--- src/rtl/xif_result_queue_if.sv ---
// Result-path bundle between FPU producer channels, the XIF commit channel and the
// CPU result port. The queue itself uses the slave modport.
interface xif_result_queue_if #(
    parameter int NUM_CH      = 4,
    parameter int DEPTH       = 8,
    parameter int X_ID_WIDTH  = 4,
    parameter int X_RFW_WIDTH = 32,
    parameter int XLEN        = 32
);
    localparam int WEW  = X_RFW_WIDTH / XLEN;
    localparam int CNTW = $clog2(DEPTH) + 1;

    logic [NUM_CH-1:0]             in_valid;
    logic [NUM_CH-1:0]             in_ready;
    logic [NUM_CH*X_ID_WIDTH-1:0]  in_id;
    logic [NUM_CH*X_RFW_WIDTH-1:0] in_data;
    logic [NUM_CH*5-1:0]           in_rd;
    logic [NUM_CH*WEW-1:0]         in_we;
    logic [NUM_CH-1:0]             in_exc;
    logic [NUM_CH*6-1:0]           in_exccode;

    logic                          commit_valid;
    logic [X_ID_WIDTH-1:0]         commit_id;
    logic                          commit_kill;

    logic                          result_valid;
    logic                          result_ready;
    logic [X_ID_WIDTH-1:0]         result_id;
    logic [X_RFW_WIDTH-1:0]        result_data;
    logic [4:0]                    result_rd;
    logic [WEW-1:0]                result_we;
    logic                          result_exc;
    logic [5:0]                    result_exccode;
    logic [CNTW-1:0]               count;

    modport master (
        output in_valid, in_id, in_data, in_rd, in_we, in_exc, in_exccode,
        output commit_valid, commit_id, commit_kill, result_ready,
        input  in_ready, result_valid, result_id, result_data, result_rd,
        input  result_we, result_exc, result_exccode, count
    );

    modport slave (
        input  in_valid, in_id, in_data, in_rd, in_we, in_exc, in_exccode,
        input  commit_valid, commit_id, commit_kill, result_ready,
        output in_ready, result_valid, result_id, result_data, result_rd,
        output result_we, result_exc, result_exccode, count
    );
endinterface

--- src/rtl/xif_result_queue.sv ---
// Round-robin collector of FPU channel results into a FIFO feeding the XIF result port;
// entries killed through the commit channel are dropped silently at the head.
module xif_result_queue #(
    parameter int NUM_CH      = 4,
    parameter int DEPTH       = 8,
    parameter int X_ID_WIDTH  = 4,
    parameter int X_RFW_WIDTH = 32,
    parameter int XLEN        = 32
) (
    input logic             clk,
    input logic             reset,
    xif_result_queue_if.slave xif
);
    localparam int AW  = $clog2(DEPTH);
    localparam int PW  = AW + 1;
    localparam int WEW = X_RFW_WIDTH / XLEN;
    localparam int CW  = (NUM_CH > 1) ? $clog2(NUM_CH) : 1;

    typedef struct packed {
        logic                   live;
        logic [X_ID_WIDTH-1:0]  id;
        logic [X_RFW_WIDTH-1:0] data;
        logic [4:0]             rd;
        logic [WEW-1:0]         we;
        logic                   exc;
        logic [5:0]             exccode;
    } entry_t;

    entry_t [DEPTH-1:0] mem_q, mem_d;
    logic [PW-1:0]      wptr_q, wptr_d, rptr_q, rptr_d;
    logic [CW-1:0]      rr_q, rr_d;

    logic               empty, full, kill, pop, grant_vld;
    logic [CW-1:0]      gsel;
    logic [NUM_CH-1:0]  grant;
    entry_t             head, wr_ent;

    assign empty = (wptr_q == rptr_q);
    assign full  = (wptr_q[PW-1] != rptr_q[PW-1]) && (wptr_q[AW-1:0] == rptr_q[AW-1:0]);
    assign kill  = xif.commit_valid && xif.commit_kill;
    assign head  = mem_q[rptr_q[AW-1:0]];
    assign pop   = !empty && (!head.live || xif.result_ready);

    // Search starts one past the last winner; grants are also held off during reset.
    always_comb begin
        grant_vld = 1'b0;
        gsel      = '0;
        grant     = '0;
        for (int k = 1; k <= NUM_CH; k++) begin
            for (int i = 0; i < NUM_CH; i++) begin
                if (!grant_vld && !full && !reset && xif.in_valid[i] &&
                    (i == (int'(rr_q) + k) % NUM_CH)) begin
                    grant_vld = 1'b1;
                    grant[i]  = 1'b1;
                    gsel      = CW'(i);
                end
            end
        end
    end

    always_comb begin
        wr_ent = '0;
        for (int i = 0; i < NUM_CH; i++) begin
            if (grant[i]) begin
                wr_ent.id      = xif.in_id[i*X_ID_WIDTH +: X_ID_WIDTH];
                wr_ent.data    = xif.in_data[i*X_RFW_WIDTH +: X_RFW_WIDTH];
                wr_ent.rd      = xif.in_rd[i*5 +: 5];
                wr_ent.we      = xif.in_we[i*WEW +: WEW];
                wr_ent.exc     = xif.in_exc[i];
                wr_ent.exccode = xif.in_exccode[i*6 +: 6];
            end
        end
        wr_ent.live = !(kill && (wr_ent.id == xif.commit_id));
    end

    always_comb begin
        mem_d  = mem_q;
        wptr_d = wptr_q;
        rptr_d = rptr_q;
        rr_d   = rr_q;
        // Kill sweeps every slot; stale free slots are harmless and get overwritten on write.
        if (kill) begin
            for (int j = 0; j < DEPTH; j++) begin
                if (mem_q[j].id == xif.commit_id) mem_d[j].live = 1'b0;
            end
        end
        if (grant_vld) begin
            mem_d[wptr_q[AW-1:0]] = wr_ent;
            wptr_d                = wptr_q + PW'(1);
            rr_d                  = gsel;
        end
        if (pop) rptr_d = rptr_q + PW'(1);
    end

    always_ff @(posedge clk or posedge reset) begin
        if (reset) begin
            mem_q  <= '0;
            wptr_q <= '0;
            rptr_q <= '0;
            rr_q   <= CW'(NUM_CH - 1);
        end else begin
            mem_q  <= mem_d;
            wptr_q <= wptr_d;
            rptr_q <= rptr_d;
            rr_q   <= rr_d;
        end
    end

    assign xif.in_ready       = grant;
    assign xif.result_valid   = !empty && head.live;
    assign xif.result_id      = head.id;
    assign xif.result_data    = head.data;
    assign xif.result_rd      = head.rd;
    assign xif.result_we      = head.we;
    assign xif.result_exc     = head.exc;
    assign xif.result_exccode = head.exccode;
    assign xif.count          = wptr_q - rptr_q;
endmodule

--- src/flat_wrapper.sv ---
// flat-port wrapper written by rule: the top's interface ports become plain ports
module xif_result_queue_flat 
#(
    parameter int NUM_CH      = 4,
    parameter int DEPTH       = 8,
    parameter int X_ID_WIDTH  = 4,
    parameter int X_RFW_WIDTH = 32,
    parameter int XLEN        = 32
)
  (clk, reset, xif_in_valid, xif_in_id, xif_in_data, xif_in_rd, xif_in_we, xif_in_exc, xif_in_exccode, xif_commit_valid, xif_commit_id, xif_commit_kill, xif_result_ready, xif_in_ready, xif_result_valid, xif_result_id, xif_result_data, xif_result_rd, xif_result_we, xif_result_exc, xif_result_exccode, xif_count);
  xif_result_queue_if #(.NUM_CH(NUM_CH), .DEPTH(DEPTH), .X_ID_WIDTH(X_ID_WIDTH), .X_RFW_WIDTH(X_RFW_WIDTH), .XLEN(XLEN)) xif_i ();
  input logic clk;
  input logic reset;
  input wire logic [$bits(xif_i.in_valid)-1:0] xif_in_valid;
  input wire logic [$bits(xif_i.in_id)-1:0] xif_in_id;
  input wire logic [$bits(xif_i.in_data)-1:0] xif_in_data;
  input wire logic [$bits(xif_i.in_rd)-1:0] xif_in_rd;
  input wire logic [$bits(xif_i.in_we)-1:0] xif_in_we;
  input wire logic [$bits(xif_i.in_exc)-1:0] xif_in_exc;
  input wire logic [$bits(xif_i.in_exccode)-1:0] xif_in_exccode;
  input wire logic [$bits(xif_i.commit_valid)-1:0] xif_commit_valid;
  input wire logic [$bits(xif_i.commit_id)-1:0] xif_commit_id;
  input wire logic [$bits(xif_i.commit_kill)-1:0] xif_commit_kill;
  input wire logic [$bits(xif_i.result_ready)-1:0] xif_result_ready;
  output wire logic [$bits(xif_i.in_ready)-1:0] xif_in_ready;
  output wire logic [$bits(xif_i.result_valid)-1:0] xif_result_valid;
  output wire logic [$bits(xif_i.result_id)-1:0] xif_result_id;
  output wire logic [$bits(xif_i.result_data)-1:0] xif_result_data;
  output wire logic [$bits(xif_i.result_rd)-1:0] xif_result_rd;
  output wire logic [$bits(xif_i.result_we)-1:0] xif_result_we;
  output wire logic [$bits(xif_i.result_exc)-1:0] xif_result_exc;
  output wire logic [$bits(xif_i.result_exccode)-1:0] xif_result_exccode;
  output wire logic [$bits(xif_i.count)-1:0] xif_count;
  assign xif_i.in_valid = xif_in_valid;
  assign xif_i.in_id = xif_in_id;
  assign xif_i.in_data = xif_in_data;
  assign xif_i.in_rd = xif_in_rd;
  assign xif_i.in_we = xif_in_we;
  assign xif_i.in_exc = xif_in_exc;
  assign xif_i.in_exccode = xif_in_exccode;
  assign xif_i.commit_valid = xif_commit_valid;
  assign xif_i.commit_id = xif_commit_id;
  assign xif_i.commit_kill = xif_commit_kill;
  assign xif_i.result_ready = xif_result_ready;
  assign xif_in_ready = xif_i.in_ready;
  assign xif_result_valid = xif_i.result_valid;
  assign xif_result_id = xif_i.result_id;
  assign xif_result_data = xif_i.result_data;
  assign xif_result_rd = xif_i.result_rd;
  assign xif_result_we = xif_i.result_we;
  assign xif_result_exc = xif_i.result_exc;
  assign xif_result_exccode = xif_i.result_exccode;
  assign xif_count = xif_i.count;
  xif_result_queue #(.NUM_CH(NUM_CH), .DEPTH(DEPTH), .X_ID_WIDTH(X_ID_WIDTH), .X_RFW_WIDTH(X_RFW_WIDTH), .XLEN(XLEN)) u_core (.clk(clk), .reset(reset), .xif(xif_i));
endmodule
--- config.mk ---
export PLATFORM = sky130hd
export DESIGN_NAME = xif_result_queue_flat
export DESIGN_NICKNAME = d
export VERILOG_FILES = /design/src/rtl/xif_result_queue_if.sv /design/src/rtl/xif_result_queue.sv /design/src/flat_wrapper.sv
export SDC_FILE = /design/constraint.sdc
export NUM_CORES = 1
export LEC_CHECK = 0
export CORE_AREA = 4 4 185 187
export DETAILED_ROUTE_END_ITERATION = 6
export DIE_AREA = 0 0 189 191
export PLACE_DENSITY = 0.86
export SLEW_MARGIN = 20
export SYNTH_ARGS = -nofsm -noshare
export SYNTH_HDL_FRONTEND = slang
export SYNTH_SLANG_ARGS = --single-unit
--- constraint.sdc ---
create_clock -name clk -period 36.1 [get_ports clk]
set_input_delay 5.415 -clock clk [delete_from_list [all_inputs] [get_ports clk]]
set_output_delay 5.415 -clock clk [all_outputs]
set_load 0.03 [all_outputs]
# Word level (Yosys, flattened, before mapping)
# Index checks and enable logic that the tools add are counted.
dict set report totals {
  regBits 410
  in_bits 209
  output_inout_bits 58
  word_cells 267
}
dict set report classes {
  addsub 7
  order_cmp 3
  eq_ne 24
  mux 72
  bitwise 4
  reduce_logical 98
}
# op count
set ops {}
lappend ops {{$bwmux 400} 1}
lappend ops {{$mux 400} 1}
lappend ops {{$mux 49} 4}
lappend ops {{$bmux 50 s3} 1}
lappend ops {{$demux 50 s3} 1}
lappend ops {{$logic_not 32->1} 4}
lappend ops {{$mux 50} 2}
lappend ops {{$logic_and 1x1->1} 69}
lappend ops {{$mux 1} 48}
lappend ops {{$eq 4x4->1} 10}
lappend ops {{$mux 2} 14}
lappend ops {{$eq 3x3->1 const A} 8}
lappend ops {{$logic_not 1->1} 20}
lappend ops {{$eq 2x3->1 const A} 4}
lappend ops {{$add 4x1->4 const B} 2}
lappend ops {{$lt 3x4->1 const B} 2}
lappend ops {{$reduce_or 2->1} 4}
lappend ops {{$add 2x1->2 const B} 2}
lappend ops {{$add 2x2->2 const B} 2}
lappend ops {{$and 1x1->1 const A} 4}
lappend ops {{$sub 4x4->4} 1}
lappend ops {{$eq 3x3->1} 1}
lappend ops {{$ge 3x1->1 const B} 1}
lappend ops {{$logic_or 1x1->1} 1}
lappend ops {{$ne 1x1->1} 1}

# Depth between registers and ports, before layout
dict set report logic_depth {
  word_depth 103
  mapped_depth 12
  mapped_depth_nobuf 8
}

# Worst setup path after synthesis
# OpenSTA, ideal clock, no wires.
dict set report synth_path {
  path_type {input port to output port}
  from {in xif_in_valid[2]}
  to {out xif_in_ready[1]}
  arrival_time_ps 6650
  t_required_ps 30685
  setup_slack_ps 24035
  cell_stages 6
  n_path_buf 3
  cell_sequence {clkbuf_1 > nor3_1 > a211oi_1 > nor3b_1 > buf_2 > buf_2}
}
dict set report synth_between {
  elab_chain_cells 69
  elab_cells_between_ends 71
  classes_between {mux (14); reduce/logical (57)}
}
# element line
set synth_rtl {}
lappend synth_rtl {{from (decl)} flat_wrapper.sv:14} ;# input wire logic [$bits(xif_i.in_valid)-1:0] xif_in_valid;
lappend synth_rtl {{$logic_and 1x1->1 (2 in series)} xif_result_queue.sv:51} ;# if (!grant_vld && !full && !reset && xif.in_valid[i] &&
lappend synth_rtl {{$mux 1} xif_result_queue.sv:51}
lappend synth_rtl {{$logic_not 1->1} xif_result_queue.sv:51}
lappend synth_rtl {{$logic_and 1x1->1 (4 in series)} xif_result_queue.sv:51}
lappend synth_rtl {{$mux 1} xif_result_queue.sv:51}
lappend synth_rtl {{$logic_not 1->1} xif_result_queue.sv:51}
lappend synth_rtl {{$logic_and 1x1->1 (4 in series)} xif_result_queue.sv:51}
lappend synth_rtl {{$mux 1} xif_result_queue.sv:51}
lappend synth_rtl {{(+37 left out)} --}
lappend synth_rtl {{$logic_and 1x1->1 (4 in series)} xif_result_queue.sv:51}
lappend synth_rtl {{$mux 1} xif_result_queue.sv:51}
lappend synth_rtl {{$logic_not 1->1} xif_result_queue.sv:51}
lappend synth_rtl {{$logic_and 1x1->1 (4 in series)} xif_result_queue.sv:51}
lappend synth_rtl {{$mux 1} xif_result_queue.sv:51}
lappend synth_rtl {{$logic_not 1->1} xif_result_queue.sv:51}
lappend synth_rtl {{$logic_and 1x1->1 (4 in series)} xif_result_queue.sv:51}
lappend synth_rtl {{$mux 1 *} xif_result_queue.sv:51}
lappend synth_rtl {{to (decl)} flat_wrapper.sv:25} ;# output wire logic [$bits(xif_i.in_ready)-1:0] xif_in_ready;
# Mark *: on every way between the ends. The rest lies on a longest branch, timed or not.

# Final worst setup path
dict set report layout_path {
  from {in reset}
  to {out xif_in_ready[1]}
}
dict set report layout_between {
  elab_chain_cells 83
  elab_cells_between_ends 86
  classes_between {mux (17); reduce/logical (69)}
}
# element line
set layout_rtl {}
lappend layout_rtl {{from (decl)} flat_wrapper.sv:13} ;# input logic reset;
lappend layout_rtl {{$logic_not 1->1 *} xif_result_queue.sv:51}
lappend layout_rtl {{$logic_and 1x1->1 (3 in series)} xif_result_queue.sv:51}
lappend layout_rtl {{$mux 1} xif_result_queue.sv:51}
lappend layout_rtl {{$logic_not 1->1} xif_result_queue.sv:51}
lappend layout_rtl {{$logic_and 1x1->1 (4 in series)} xif_result_queue.sv:51}
lappend layout_rtl {{$mux 1} xif_result_queue.sv:51}
lappend layout_rtl {{$logic_not 1->1} xif_result_queue.sv:51}
lappend layout_rtl {{$logic_and 1x1->1 (4 in series)} xif_result_queue.sv:51}
lappend layout_rtl {{(+50 left out)} --}
lappend layout_rtl {{$logic_and 1x1->1 (4 in series)} xif_result_queue.sv:51}
lappend layout_rtl {{$mux 1} xif_result_queue.sv:51}
lappend layout_rtl {{$logic_not 1->1} xif_result_queue.sv:51}
lappend layout_rtl {{$logic_and 1x1->1 (4 in series)} xif_result_queue.sv:51}
lappend layout_rtl {{$mux 1} xif_result_queue.sv:51}
lappend layout_rtl {{$logic_not 1->1} xif_result_queue.sv:51}
lappend layout_rtl {{$logic_and 1x1->1 (4 in series)} xif_result_queue.sv:51}
lappend layout_rtl {{$mux 1 *} xif_result_queue.sv:51}
# Marks and branches as above.

==> impl_metrics.py <==
metrics = {
    "finish": {
        "drive_gt1_share_pct": 11.6,
        "syn2layout_area_growth_pct": 22.1,
        "final_cells": 2533,
        "final_common_cell": "nand2_1",
        "nNetsFinal": 2277,
        "multi_input_area_sq_um": 8530,
        "final_area_sq_um": 23700,
        "mostFrequentLayoutCells": "nand2_1, dfrtp_1, o21ai_0",
        "insertedDiodeCount": 0,
        "nFillCells": 2158,
        "seqCellArea_sq_um": 10300,
    },
    "place": {
        "dp.cells": 2458,
        "hpwlAfterDp_um": 31100,
        "post_dp_cell_area_sq_um": 22200,
        "io_buffers": 266,
        "gp_congestion": 0.879,
    },
    "synth": {
        "avgSynthCellArea_sq_um": 10.3,
        "synthCells": 1878,
        "synth_compound_area_share_pct": 16.8,
        "synth_top_family_by_area": "compound AO/OA/AOI/OAI gates",
        "synthDistinctLibCells": 64,
        "yosysSeqAreaShare_pct": 52.9,
        "synth_ff_type": "dfrtp_1",
        "synthXorXnorAreaFrac_pct": 1.89,
        "synth_simple_gate_area_share_pct": 12.4,
        "synth_mux_area_share_pct": 12.1,
        "synth_adder_area_share_pct": 0.426,
        "synthesis.nets": 2093,
        "ys_ff_latch": 410,
        "synthesis.area_sq_um": 19400,
        "synth_edf_count": 0,
        "async_flop_share_pct": 100,
        "yosys_warnings": 0,
    },
    "clocking": {
        "ctsRootBufferMaster": "clkbuf_16",
        "clock_sinks": 410,
        "cts_hold_buf": 0,
        "cts_made_buffers": 42,
        "clk_latency_ps": 530,
        "cts_tree": "done",
        "cts_resized": 0,
        "cts_setup_buffers": 0,
        "clockBufferDepth": 3,
        "path_clk_slew_ps": 60,
        "h-tree-depth": 2,
    },
    "floorplanning": {
        "io_pins": 267,
        "die-width_um": 189,
        "core-area_sq_um": 32500,
        "die_h_um": 191,
        "initial_core_util_pct": 59.8,
        "rows": 66,
        "dieArea_sq_um": 36100,
    },
    "power_and_ir_drop": {
        "ir_drop_mv": 0.0588,
        "power_leakage_nw": 10.2,
        "powerDensity_nw_per_um2": 92.1,
    },
    "routing": {
        "vias": 15742,
        "viasPerCell": 6.21,
        "drtIter0Drc": 1648,
        "first_pass_iters": 7,
        "postRouteAntennaNets": 0,
        "drc": 9,
        "post_drt_wl_per_cell_um": 20.8,
        "routed_wl_um": 52700,
    },
    "worst_setup_path": {
        "crit_path_start_kind": "primary input",
        "crit_fanout": 9,
        "end_kind": "output pin",
        "reg2reg_from": "u_core.rptr_q[1]",
        "arrival_ps": 7920,
        "crit_start": "reset",
        "crit_type": "primary input to output pin",
        "required_ps": 30680,
    },
    "global_routing": {
        "antenna_found_initial": 0,
        "grtUsageMet2_pct": 51.9,
        "grt-ovfl-total": 0,
        "grt_pass1_wl_um": 83700,
        "grt_max_degree": 215,
        "met1_usage_pct": 35.8,
        "grt_use_met3_pct": 4.73,
        "grt-busiest-layer": "met2",
        "grt_usage_pct": 28.8,
        "grt_pass1_vias": 16387,
    },
    "sta": {
        "max_freq_ghz": 0.0750,
        "hold_viol": 0,
        "relSlewSlack_pct": 25.9,
        "tightest_slew_ps": 1110,
        "clock-skew-final_ps": 17.1,
        "setup_viol": 0,
        "tns_ps": 0,
        "period_minus_slack_ps": 13340,
        "drv_slew": 0,
        "rsz0062_at_grt": "false",
        "timing.final.crit_share_pct": 36.9,
    },
    "run_status": {
        "status": "finished with violations",
        "violations": "design-rule violations",
    },
    "job": {
        "drv_cap": 0,
    },
    "worst_hold_path": {
        "hp-class": "flip-flop to flip-flop",
    },
}
[worst paths after layout]
check | endpoint | depth (start not counted) | slack, ps
min in group asynchronous | async pin | 2 | 5610
max | xif_in_ready[1] | 4 | 22760
max reg2reg | u_core.mem_q[49] | 9 | 31570
max in group asynchronous | async pin | 4 | 28940
min | flip-flop | 2 | 480
min reg2reg | flip-flop | 2 | 480
[final cells by class]
| cell class | instances | share of cell area [%] |
|---|---|---|
| timing repair buffer | 287 | 12.1 |
| clock inverter | 5 | 0.333 |
| clock buffer | 68 | 5.57 |
| multi-input combinational | 1306 | 36.0 |
| tap | 442 | 2.33 |
| sequential | 410 | 43.4 |
| inverter | 15 | 0.269 |
[critical path: stages]
cell and delay (ps):
clkdlybuf4s50_1 590, a41o_1 460, nor3b_2 640, clkdlybuf4s50_1 800
[through the flow]
stage | util, % | setup slack (ps) | total power [mW] | hold WS, ps
after global routing | 73.0 | 22630 | 2.31 | 495
after detailed placement | 68.5 | 22740 | 1.73 | 464
after CTS | 72.8 | 22740 | 2.18 | 479
after global placement | 68.5 | 22800 | 1.68 | 456
final | 73.0 | 22760 | 2.18 | 476
after floorplan | - | 19280 | 1.41 | 445
[Yosys cell counts (all sizes together) (3+ instances only)]
| library cell | number | share of area [%] |
|---|---|---|
| nor2 | 68 | 1.3 |
| clkbuf | 105 | 2.0 |
| xnor2 | 29 | 1.3 |
| mux4 | 100 | 12 |
| a31oi | 7 | 0.23 |
| buf | 42 | 1.1 |
| nand2b | 4 | 0.13 |
| nand4 | 8 | 0.26 |
| ha | 5 | 0.32 |
| a21boi | 45 | 2.1 |
| a222oi | 46 | 2.4 |
| a41oi | 3 | 0.23 |
| inv | 14 | 0.27 |
| a21oi | 62 | 1.6 |
| nor3 | 8 | 0.23 |
| o21ai | 346 | 8.9 |
| and2 | 3 | 0.11 |
| and3 | 4 | 0.13 |
| xor2 | 12 | 0.58 |
| nand2 | 501 | 9.7 |
| a21o | 3 | 0.12 |
| nand3 | 5 | 0.13 |
| a221oi | 3 | 0.23 |
| mux2 | 7 | 0.41 |
| nor2b | 4 | 0.13 |
| dfrtp | 408 | 53 |
[kinds of logic (layout without fill, tap and decap cells)]
logic type	count (synthesis)	after routing
fa+ha+maj	6	6
flops	410	410
simple gates	613	613
mux	109	109
compound gates	537	537
buf+inv	162	375
xor+xnor	41	41
[report_power, final]
| part | internal [mW] | switching, mW | total [mW] | leakage (nW) |
|---|---|---|---|---|
| clock | 0.263 | 0.174 | 0.437 | 0.690 |
| sequential | 0.646 | 0.136 | 0.782 | 5.34 |
| combinational | 0.408 | 0.556 | 0.963 | 4.16 |
| total | 1.32 | 0.865 | 2.18 | 10.2 |
[layer usage]
layer	share of wire [%]	vias to the layer above
met4	2.6	0
met1	38	7920
li1	-	6994
met2	52	712
met5	0	-
met3	7.3	116
No activity file was read; power rests on OpenSTA's default activity.
